==> config.mk <==
export PLATFORM = sky130hd
export DESIGN_NAME = nibble_scatter4_flat
export DESIGN_NICKNAME = d
export VERILOG_FILES = /design/src/rtl/nibble_scatter4_if.sv /design/src/rtl/nibble_scatter4.sv /design/src/flat_wrapper.sv
export SDC_FILE = /design/constraint.sdc
export NUM_CORES = 1
export LEC_CHECK = 0
export ABC_AREA = 1
export BUFFER_PORTS_ARGS = -buffer_cell sky130_fd_sc_hd__buf_2
export CELL_PAD_IN_SITES_DETAIL_PLACEMENT = 1
export CELL_PAD_IN_SITES_GLOBAL_PLACEMENT = 2
export CORE_UTILIZATION = 26
export CTS_CLUSTER_SIZE = 10
export DETAILED_ROUTE_END_ITERATION = 10
export MAX_ROUTING_LAYER = met4
export PLACE_DENSITY_LB_ADDON = 0.1
export SETUP_SLACK_MARGIN = 0.5
export SLEW_MARGIN = 30
export SYNTH_ARGS = -nofsm -noshare
export SYNTH_HDL_FRONTEND = slang
export SYNTH_SLANG_ARGS = --single-unit
==> constraint.sdc <==
create_clock -name CLK -period 2.5 [get_ports CLK]
set_input_delay 0.625 -clock CLK [delete_from_list [all_inputs] [get_ports CLK]]
set_output_delay 0.625 -clock CLK [all_outputs]
set_load 0.05 [all_outputs]
==> src/rtl/nibble_scatter4_if.sv <==
// Handshake/bus bundle for nibble_scatter4: nibble beats in, packed 32-bit word pair out.
interface nibble_scatter4_if #(
    parameter int LANES  = 4,
    parameter int WORD_W = 32,
    parameter int POS_W  = 3
);
    logic [4*LANES-1:0]     NIBBLE_IN;
    logic [LANES-1:0]       LANE_EN;
    logic [POS_W*LANES-1:0] sc_sel_A;
    logic [POS_W*LANES-1:0] sc_sel_B;
    logic [LANES-1:0]       sc_SEL;
    logic                   IN_VALID;
    logic                   IN_READY;
    logic                   FLUSH;
    logic [WORD_W-1:0]      DATA_A;
    logic [WORD_W-1:0]      DATA_B;
    logic [WORD_W/4-1:0]    MASK_A;
    logic [WORD_W/4-1:0]    MASK_B;
    logic                   OUT_VALID;
    logic                   OUT_READY;
    logic                   COLLISION;

    modport master (
        output NIBBLE_IN, LANE_EN, sc_sel_A, sc_sel_B, sc_SEL, IN_VALID, FLUSH, OUT_READY,
        input  IN_READY, DATA_A, DATA_B, MASK_A, MASK_B, OUT_VALID, COLLISION
    );

    modport slave (
        input  NIBBLE_IN, LANE_EN, sc_sel_A, sc_sel_B, sc_SEL, IN_VALID, FLUSH, OUT_READY,
        output IN_READY, DATA_A, DATA_B, MASK_A, MASK_B, OUT_VALID, COLLISION
    );
endinterface

==> src/rtl/nibble_scatter4.sv <==
// Scatters per-lane nibbles into slots of two assembly words (A/B) and emits the pair
// once both words are complete or on FLUSH, using a FILL/HOLD valid-ready handshake.
module nibble_scatter4 #(
    parameter int LANES  = 4,
    parameter int WORD_W = 32,
    parameter int POS_W  = 3
) (
    input logic              CLK,
    input logic              RESET,
    nibble_scatter4_if.slave bus
);
    localparam int SLOTS = WORD_W / 4;

    typedef enum logic {FILL, HOLD} state_t;

    state_t            state, state_nx;
    logic [WORD_W-1:0] word_a, word_b, word_a_mg, word_b_mg, word_a_nx, word_b_nx;
    logic [SLOTS-1:0]  mask_a, mask_b, mask_a_mg, mask_b_mg, mask_a_nx, mask_b_nx;
    logic              collision, hit;
    logic              accept;

    function automatic logic [POS_W-1:0] lane_slot(
        input logic [POS_W*LANES-1:0] sel_a,
        input logic [POS_W*LANES-1:0] sel_b,
        input logic                   to_b,
        input int                     lane
    );
        return to_b ? sel_b[POS_W*lane +: POS_W] : sel_a[POS_W*lane +: POS_W];
    endfunction

    assign accept = bus.IN_VALID && (state == FILL);

    // Merge stage: lanes applied in ascending order so the highest enabled lane wins a shared slot.
    always_comb begin
        word_a_mg = word_a;
        word_b_mg = word_b;
        mask_a_mg = mask_a;
        mask_b_mg = mask_b;
        hit       = 1'b0;
        if (accept) begin
            for (int i = 0; i < LANES; i++) begin
                if (bus.LANE_EN[i]) begin
                    if (bus.sc_SEL[i]) begin
                        word_b_mg[4*bus.sc_sel_B[POS_W*i +: POS_W] +: 4] = bus.NIBBLE_IN[4*i +: 4];
                        mask_b_mg[bus.sc_sel_B[POS_W*i +: POS_W]]        = 1'b1;
                    end else begin
                        word_a_mg[4*bus.sc_sel_A[POS_W*i +: POS_W] +: 4] = bus.NIBBLE_IN[4*i +: 4];
                        mask_a_mg[bus.sc_sel_A[POS_W*i +: POS_W]]        = 1'b1;
                    end
                end
            end
            for (int i = 0; i < LANES; i++) begin
                for (int j = i + 1; j < LANES; j++) begin
                    if (bus.LANE_EN[i] && bus.LANE_EN[j] && (bus.sc_SEL[i] == bus.sc_SEL[j]) &&
                        (lane_slot(bus.sc_sel_A, bus.sc_sel_B, bus.sc_SEL[i], i) ==
                         lane_slot(bus.sc_sel_A, bus.sc_sel_B, bus.sc_SEL[j], j))) begin
                        hit = 1'b1;
                    end
                end
            end
        end
    end

    // Control stage: the emit decision looks at the post-merge masks, so a beat and FLUSH combine.
    always_comb begin
        state_nx  = state;
        word_a_nx = word_a_mg;
        word_b_nx = word_b_mg;
        mask_a_nx = mask_a_mg;
        mask_b_nx = mask_b_mg;
        case (state)
            FILL: begin
                if ((&mask_a_mg) && (&mask_b_mg)) begin
                    state_nx = HOLD;
                end else if (bus.FLUSH && ((|mask_a_mg) || (|mask_b_mg))) begin
                    state_nx = HOLD;
                end
            end
            HOLD: begin
                if (bus.OUT_READY) begin
                    state_nx  = FILL;
                    word_a_nx = '0;
                    word_b_nx = '0;
                    mask_a_nx = '0;
                    mask_b_nx = '0;
                end
            end
            default: state_nx = FILL;
        endcase
    end

    always_ff @(posedge CLK) begin
        if (RESET) begin
            state     <= FILL;
            word_a    <= '0;
            word_b    <= '0;
            mask_a    <= '0;
            mask_b    <= '0;
            collision <= 1'b0;
        end else begin
            state     <= state_nx;
            word_a    <= word_a_nx;
            word_b    <= word_b_nx;
            mask_a    <= mask_a_nx;
            mask_b    <= mask_b_nx;
            collision <= hit;
        end
    end

    assign bus.IN_READY  = (state == FILL);
    assign bus.OUT_VALID = (state == HOLD);
    assign bus.DATA_A    = word_a;
    assign bus.DATA_B    = word_b;
    assign bus.MASK_A    = mask_a;
    assign bus.MASK_B    = mask_b;
    assign bus.COLLISION = collision;
endmodule

==> src/flat_wrapper.sv <==
// flat-port wrapper written by rule: the top's interface ports become plain ports
module nibble_scatter4_flat 
#(
    parameter int LANES  = 4,
    parameter int WORD_W = 32,
    parameter int POS_W  = 3
)
  (CLK, RESET, bus_NIBBLE_IN, bus_LANE_EN, bus_sc_sel_A, bus_sc_sel_B, bus_sc_SEL, bus_IN_VALID, bus_FLUSH, bus_OUT_READY, bus_IN_READY, bus_DATA_A, bus_DATA_B, bus_MASK_A, bus_MASK_B, bus_OUT_VALID, bus_COLLISION);
  nibble_scatter4_if #(.LANES(LANES), .WORD_W(WORD_W), .POS_W(POS_W)) bus_i ();
  input logic CLK;
  input logic RESET;
  input wire logic [$bits(bus_i.NIBBLE_IN)-1:0] bus_NIBBLE_IN;
  input wire logic [$bits(bus_i.LANE_EN)-1:0] bus_LANE_EN;
  input wire logic [$bits(bus_i.sc_sel_A)-1:0] bus_sc_sel_A;
  input wire logic [$bits(bus_i.sc_sel_B)-1:0] bus_sc_sel_B;
  input wire logic [$bits(bus_i.sc_SEL)-1:0] bus_sc_SEL;
  input wire logic [$bits(bus_i.IN_VALID)-1:0] bus_IN_VALID;
  input wire logic [$bits(bus_i.FLUSH)-1:0] bus_FLUSH;
  input wire logic [$bits(bus_i.OUT_READY)-1:0] bus_OUT_READY;
  output wire logic [$bits(bus_i.IN_READY)-1:0] bus_IN_READY;
  output wire logic [$bits(bus_i.DATA_A)-1:0] bus_DATA_A;
  output wire logic [$bits(bus_i.DATA_B)-1:0] bus_DATA_B;
  output wire logic [$bits(bus_i.MASK_A)-1:0] bus_MASK_A;
  output wire logic [$bits(bus_i.MASK_B)-1:0] bus_MASK_B;
  output wire logic [$bits(bus_i.OUT_VALID)-1:0] bus_OUT_VALID;
  output wire logic [$bits(bus_i.COLLISION)-1:0] bus_COLLISION;
  assign bus_i.NIBBLE_IN = bus_NIBBLE_IN;
  assign bus_i.LANE_EN = bus_LANE_EN;
  assign bus_i.sc_sel_A = bus_sc_sel_A;
  assign bus_i.sc_sel_B = bus_sc_sel_B;
  assign bus_i.sc_SEL = bus_sc_SEL;
  assign bus_i.IN_VALID = bus_IN_VALID;
  assign bus_i.FLUSH = bus_FLUSH;
  assign bus_i.OUT_READY = bus_OUT_READY;
  assign bus_IN_READY = bus_i.IN_READY;
  assign bus_DATA_A = bus_i.DATA_A;
  assign bus_DATA_B = bus_i.DATA_B;
  assign bus_MASK_A = bus_i.MASK_A;
  assign bus_MASK_B = bus_i.MASK_B;
  assign bus_OUT_VALID = bus_i.OUT_VALID;
  assign bus_COLLISION = bus_i.COLLISION;
  nibble_scatter4 #(.LANES(LANES), .WORD_W(WORD_W), .POS_W(POS_W)) u_core (.CLK(CLK), .RESET(RESET), .bus(bus_i));
endmodule
==> impl_metrics.tcl, run 1 <==
set metrics [dict create \
    synth_xor_area_share_pct 0.309 \
    outcome "finished, final reports clean" \
    grtUsageMet1_pct 39.1 \
    clock_path_buffers 2 \
    postSynthCellCount 1547 \
    drive_above_1_share_pct 31.2 \
    cts_sinks 82 \
    max_stage_delay_ns 0.32 \
    grt_max_degree 48 \
    cp.arrival_ns 2.35 \
    synthAdderAreaFrac_pct 3.09 \
    grt_pass1_wl_um 70900 \
    synth_top_family_by_area "simple AND/OR/NAND/NOR gates" \
    hold_violations 0 \
    grt_pass1_vias 11625 \
    crit_slowest_cell "ha_4" \
    antenna_found_initial 0 \
    cts_made_buffers 9 \
    ys_seq_elements 82 \
    cts.clk_slew.worst_paths_ns 0.06 \
    dpl.hpwl_um 38800 \
    cts_htree_levels 3 \
    crit_family "simple AND/OR/NAND/NOR gates" \
    worst_clock_skew_ns 0.0131 \
    grt-ovfl-total 0 \
    dpl_worst_slack_ns -0.201 \
    async_reset_ff_share_pct 0 \
    gp_congestion 0.934 \
    max_freq_mhz 490 \
    synth_ff_type "dfxtp_1" \
    crit_fanout 5 \
    die_x_um 183 \
    cp-end-kind "flop" \
    dieHeight_um 183 \
    netlist_area_sq_um 8490 \
    p_leak_nw 5.79 \
    use_met3_pct 4.45 \
    worstMarginPinSlew_ns 0.614 \
    fillers 4379 \
    final_common_cell "nand2_1" \
    synth_cell_types 41 \
    power.density_nw_per_um2 448 \
    synth_edf_count 0 \
    final_cell_mix "286 x nand2_1, 214 x nor2_1, 181 x buf_4" \
    drt_iter0_drc 728 \
    use_met2_pct 45.8 \
    drt_wl_total_um 47900 \
    grt_usage_pct 29.3 \
    finalSetupViolCount 0 \
    antenna_left 0 \
    area_growth_pct 46.4 \
    syn_avg_cell_area_sq_um 5.49 \
    dieArea_sq_um 33400 \
    required_ns 2.81 \
    portBuffers 135 \
    rsz0062_at_grt "true" \
    num_vias 11793 \
    fin_setup_tns_ns 0 \
    first_pass_iters 5 \
    route.detailed.drc 0 \
    crit_path_cell_trace "buf_8 > inv_6 > ha_4 > ha_4 > inv_4 > nor3_4 > nand2_4 > nor2_4 > buf_6 > buf_4 > o211ai_1 > nand2_1 > nand2_1 > a21oi_1" \
    wire_per_inst_um 21.0 \
    power_mw 5.57 \
    relSlewSlack_pct 59.0 \
    yosys.area_share.simple_pct 37.3 \
    cts_root_buf "clkbuf_16" \
    coreArea_sq_um 31900 \
    worst_slack_ns 0.461 \
    hold_buffers 0 \
    fin_util_pct 39.0 \
    fin_nets 1919 \
    critPathLaunchType "input port" \
    synth_nets 1621 \
    slew_viol_final 0 \
    antenna_cells 0 \
    crit_type "in -> reg" \
    vdd_ir_drop_max_uv 365 \
    io_pins 136 \
    final.min_clock_period_ns 2.04 \
    reg2reg_slack_ns 0.71 \
    initial_core_util_pct 26.6 \
    worst_skew_pair.late_latency_ns 0.39 \
    viasPerCell 5.16 \
    period_share_pct 81.6 \
    tritoncts "yes" \
    hp-class "reg -> reg" \
    gr-max-usage-layer "met2" \
    worst-path-buf-inv 5 \
    synth_warnings 0 \
    rows 65 \
    synthMuxAreaShare_pct 0 \
    drv_cap 0 \
    synth_compound_area_share_pct 28.1 \
    ys_seq_area_share_pct 19.3 \
    hold-worst-slack_ns 0.469 \
]
## cell type report
class	count	area [sq um]	area share, %
multi-input cells	1213	6780	54.5
repair buffers	327	2320	18.6
flip-flops and latches	82	1640	13.2
inverters	212	892	7.17
well taps	435	544	4.38
clock buffers	10	229	1.84
clock inverters	6	33.8	0.272
## path summary, 6_finish.rpt
check / startpoint / endpoint / cells after the start
worst max-delay path: bus_sc_sel_A[1] / u_core.bus.DATA_A[5]$_SDFF_PP0_ / 14
worst min-delay path: u_core.bus.MASK_B[6]$_SDFF_PP0_ / u_core.bus.MASK_B[6]$_SDFF_PP0_ / 2
worst max register to register: u_core.bus.OUT_VALID$_SDFF_PP0_ / u_core.bus.OUT_VALID$_SDFF_PP0_ / 11
worst min register to register: u_core.bus.MASK_B[6]$_SDFF_PP0_ / u_core.bus.MASK_B[6]$_SDFF_PP0_ / 2
## cells in the mapped netlist (5+ instances only)
library cell,count,share of area (%)
clkbuf_1,23,1.0
a21oi_1,189,11
dfxtp_1,82,19
inv_2,10,0.44
nand2_2,5,0.37
o21ai_1,8,0.47
nand3_1,79,4.7
a31oi_1,11,0.81
buf_2,8,0.47
inv_1,200,8.8
nor2_4,7,0.93
ha_1,21,3.1
nor3_1,33,1.9
o21ai_0,199,12
o22ai_1,15,1.1
nand2_1,312,14
nor3_2,9,1.1
nand4_1,14,1.0
o211ai_1,15,1.3
nor2_1,252,11
nor2_2,7,0.52
## report_power, final
part	internal (mW)	total [mW]	switching (mW)	leakage, nW
registers	1.44	1.56	0.121	0.673
clock network	0.668	1.34	0.672	0.136
logic	0.837	2.67	1.83	4.98
total	2.95	5.57	2.62	5.79
## sequential cells by signal, summed over array words and instances (netlist names)
signal and count:
u_core.bus.DATA_B 32, u_core.bus.OUT_VALID 1, u_core.bus.DATA_A 32, u_core.bus.MASK_B 8, u_core.bus.COLLISION 1, u_core.bus.MASK_A 8
## cells by family (layout without fill, tap and decap cells)
kind of cell,after synthesis,count (layout)
buf+inv,252,555
fa+ha+maj,21,21
xor+xnor,3,3
simple gates,735,735
compound gates,454,454
flops,82,82
## routing by layer
| layer | part of all wire, % | vias up | routed length, um |
|---|---|---|---|
| li1 | - | 5727 | - |
| met1 | 48 | 5738 | 22800 |
| met2 | 46 | 278 | 21800 |
| met3 | 4.7 | 50 | 2240 |
| met4 | 2.3 | 0 | 1080 |
| met5 | 0 | - | 0 |
## tightest hold or removal path, delay by kind of cell, from the launching register on
kind / cells / cell delay [ns]
AO/OA/AOI/OAI: 1 / 0.06
buffers and inverters: 1 / 0.06
flip-flops: 1 / 0.30
## stage by stage
| stage | cells | instance area (sq um) |
|---|---|---|
| after floorplan | 1547 | 8920 |
| after global placement | 2246 | 11200 |
| after detailed placement | 2246 | 11200 |
| after CTS | 2268 | 11700 |
| after global routing | 2285 | 12400 |
| final | 2285 | 12400 |
## repair_timing
| item | 4_1_cts | 5_1_grt |
|---|---|---|
| buffers inserted | 6 | 17 |
| resized for setup | 49 | 203 |
| endpoints found under the setup margin | 50 | 66 |
| pin swaps | 25 | 84 |
Power figures use the tool's default switching activity.
==> run 2: changes to the inputs <==
- CORE_UTILIZATION: 26 -> 29
- clock period: 2.5 -> 2 ns (I/O delays scaled with it)
==> run 2 against run 1 <==
Against the previous run: sequential power grew 27%; critical path depth grew 2; first-iteration DRC count grew 21%; cell area grew 19%; clock power grew 53%; sequential cell count is the same.
==> impl_metrics.tcl, run 2 (synthesized netlist as in run 1, its figures left out) <==
set metrics [dict create \
    outcome "finished, final reports clean" \
    vdd_ir_drop_max_uv 396 \
    required_ns 2.32 \
    cp-end-kind "flop" \
    num_vias 12789 \
    grt_pass1_vias 12732 \
    worst_clock_skew_ns 0.00874 \
    hold_violations 0 \
    rows 62 \
    first_pass_iters 5 \
    gp_congestion 0.982 \
    dp.cells 2331 \
    final_common_cell "buf_4" \
    fin_nets 2079 \
    worst_skew_pair.late_latency_ns 0.38 \
    max_freq_mhz 522 \
    portBuffers 135 \
    grt_usage_pct 34.3 \
    relSlewSlack_pct 64.7 \
    p_leak_nw 6.84 \
    cts.clk_slew.worst_paths_ns 0.08 \
    clock_path_buffers 2 \
    hold_buffers 0 \
    cts_htree_levels 3 \
    power.density_nw_per_um2 545 \
    final.min_clock_period_ns 1.92 \
    crit_type "in -> reg" \
    cp.arrival_ns 2.23 \
    slew_viol_final 0 \
    cts_sinks 82 \
    crit_slowest_cell "ha_4" \
    cts_root_buf "clkbuf_16" \
    area_growth_pct 74.2 \
    tritoncts "yes" \
    crit_fanout 3 \
    hp-class "in -> reg" \
    dieArea_sq_um 30000 \
    antenna_found_initial 1 \
    fillers 3800 \
    dieHeight_um 173 \
    grt_max_degree 65 \
    worstMarginPinSlew_ns 0.529 \
    critPathLaunchType "input port" \
    antenna_left 0 \
    drive_above_1_share_pct 42.4 \
    die_x_um 173 \
    dpl.hpwl_um 40500 \
    grt-ovfl-total 0 \
    drt_iter0_drc 878 \
    wire_per_inst_um 21.4 \
    io_pins 136 \
    drv_cap 0 \
    grt_pass1_wl_um 75700 \
    initial_core_util_pct 29.5 \
    crit_path_cell_trace "buf_8 > inv_6 > ha_4 > ha_4 > inv_4 > buf_6 > buf_12 > nand3_4 > buf_4 > nor3_4 > nand2_2 > inv_2 > nand3_1 > nand2_1 > nand2_1 > a21oi_2" \
    max_stage_delay_ns 0.17 \
    cts_made_buffers 9 \
    final_cells 2395 \
    rsz0062_at_grt "true" \
    finalSetupViolCount 0 \
    period_share_pct 95.9 \
    final_cell_mix "341 x buf_4, 278 x nand2_1, 200 x nor2_1" \
    viasPerCell 5.34 \
    fin_setup_tns_ns 0 \
    route.detailed.drc 0 \
    coreArea_sq_um 28800 \
    drt_wl_total_um 51200 \
]
==> run 2: changes by cell type in the layout (fill, tap and decap cells not counted), moves of 17 or more <==
cell / change
buf_4: +160
buf_2: -75
buf_6: +58
o21ai_0: -46
a21oi_1: -23
o21ai_2: +23
a21oi_2: +22
o21ai_1: +19
inv_1: -17
==> run 2: final timing paths <==
kind	startpoint	end	slack (ns)	cells past startpoint
worst max register to register	u_core.bus.OUT_VALID$_SDFF_PP0_	u_core.bus.OUT_VALID$_SDFF_PP0_	0.39	11
worst min-delay path	bus_FLUSH	u_core.bus.OUT_VALID$_SDFF_PP0_	0.39	3
worst min register to register	u_core.bus.MASK_B[6]$_SDFF_PP0_	u_core.bus.MASK_B[6]$_SDFF_PP0_	0.47	2
worst max-delay path	bus_sc_sel_B[6]	u_core.bus.DATA_B[17]$_SDFF_PP0_	0.08	16
==> run 2: repair_timing <==
item | CTS | global route
hold endpoints to repair | 0 | 0
gates cloned | 0 | 0
pin swaps | 119 | 141
endpoints found under the setup margin | 129 | 97
resized for setup | 366 | 209
setup buffers | 27 | 20
==> run 2: layout make-up <==
| class | instances | area (sq um) | share of cell area (%) |
|---|---|---|---|
| Antenna cell | 1 | 2.50 | 0.0169 |
| Clock buffer | 11 | 254 | 1.72 |
| Clock inverter | 5 | 82.6 | 0.558 |
| Inverter | 212 | 911 | 6.15 |
| Multi-Input combinational cell | 1213 | 7340 | 49.6 |
| Sequential cell | 82 | 1660 | 11.2 |
| Tap cell | 384 | 480 | 3.25 |
| Timing Repair Buffer | 487 | 4070 | 27.5 |
==> run 2: critical path, delay by kind of cell <==
| kind | cells | cell delay [ns] |
|---|---|---|
| and+or+nand+nor | 6 | 0.63 |
| AOI/OAI and AO/OA | 1 | 0.12 |
| buffers and inverters | 7 | 0.66 |
| adders and majority gates | 2 | 0.32 |
==> run 2: routing by layer <==
| metal | vias to the layer above | track usage, % | share of wire, % |
|---|---|---|---|
| li1 | 6071 | - | - |
| met1 | 6191 | 43.7 | 44 |
| met2 | 420 | 55.2 | 47 |
| met3 | 107 | 4.99 | 5.9 |
| met4 | 0 | 11.7 | 3.3 |
| met5 | - | - | 0 |
==> run 2: where the power goes <==
group / leakage, nW / total, mW / internal (mW) / switching, mW
registers: 0.677 / 1.98 / 1.81 / 0.173
clock network: 0.166 / 2.05 / 1.18 / 0.866
logic: 6.00 / 4.04 / 1.53 / 2.51
total: 6.84 / 8.07 / 4.52 / 3.55
==> run 2: metrics by stage <==
step	power, mW	setup WS (ns)	area (sq um)	util [%]	hold WS (ns)
finish	8.07	0.0830	14800	51.4	0.386
global route	8.43	0.0135	14800	51.4	0.407
CTS	7.81	0.138	13900	48.4	0.374
detailed placement	5.31	-0.559	12200	42.6	0.464
global placement	5.26	-0.479	12200	42.6	0.458
floorplan	3.93	-0.162	8970	-	0.605
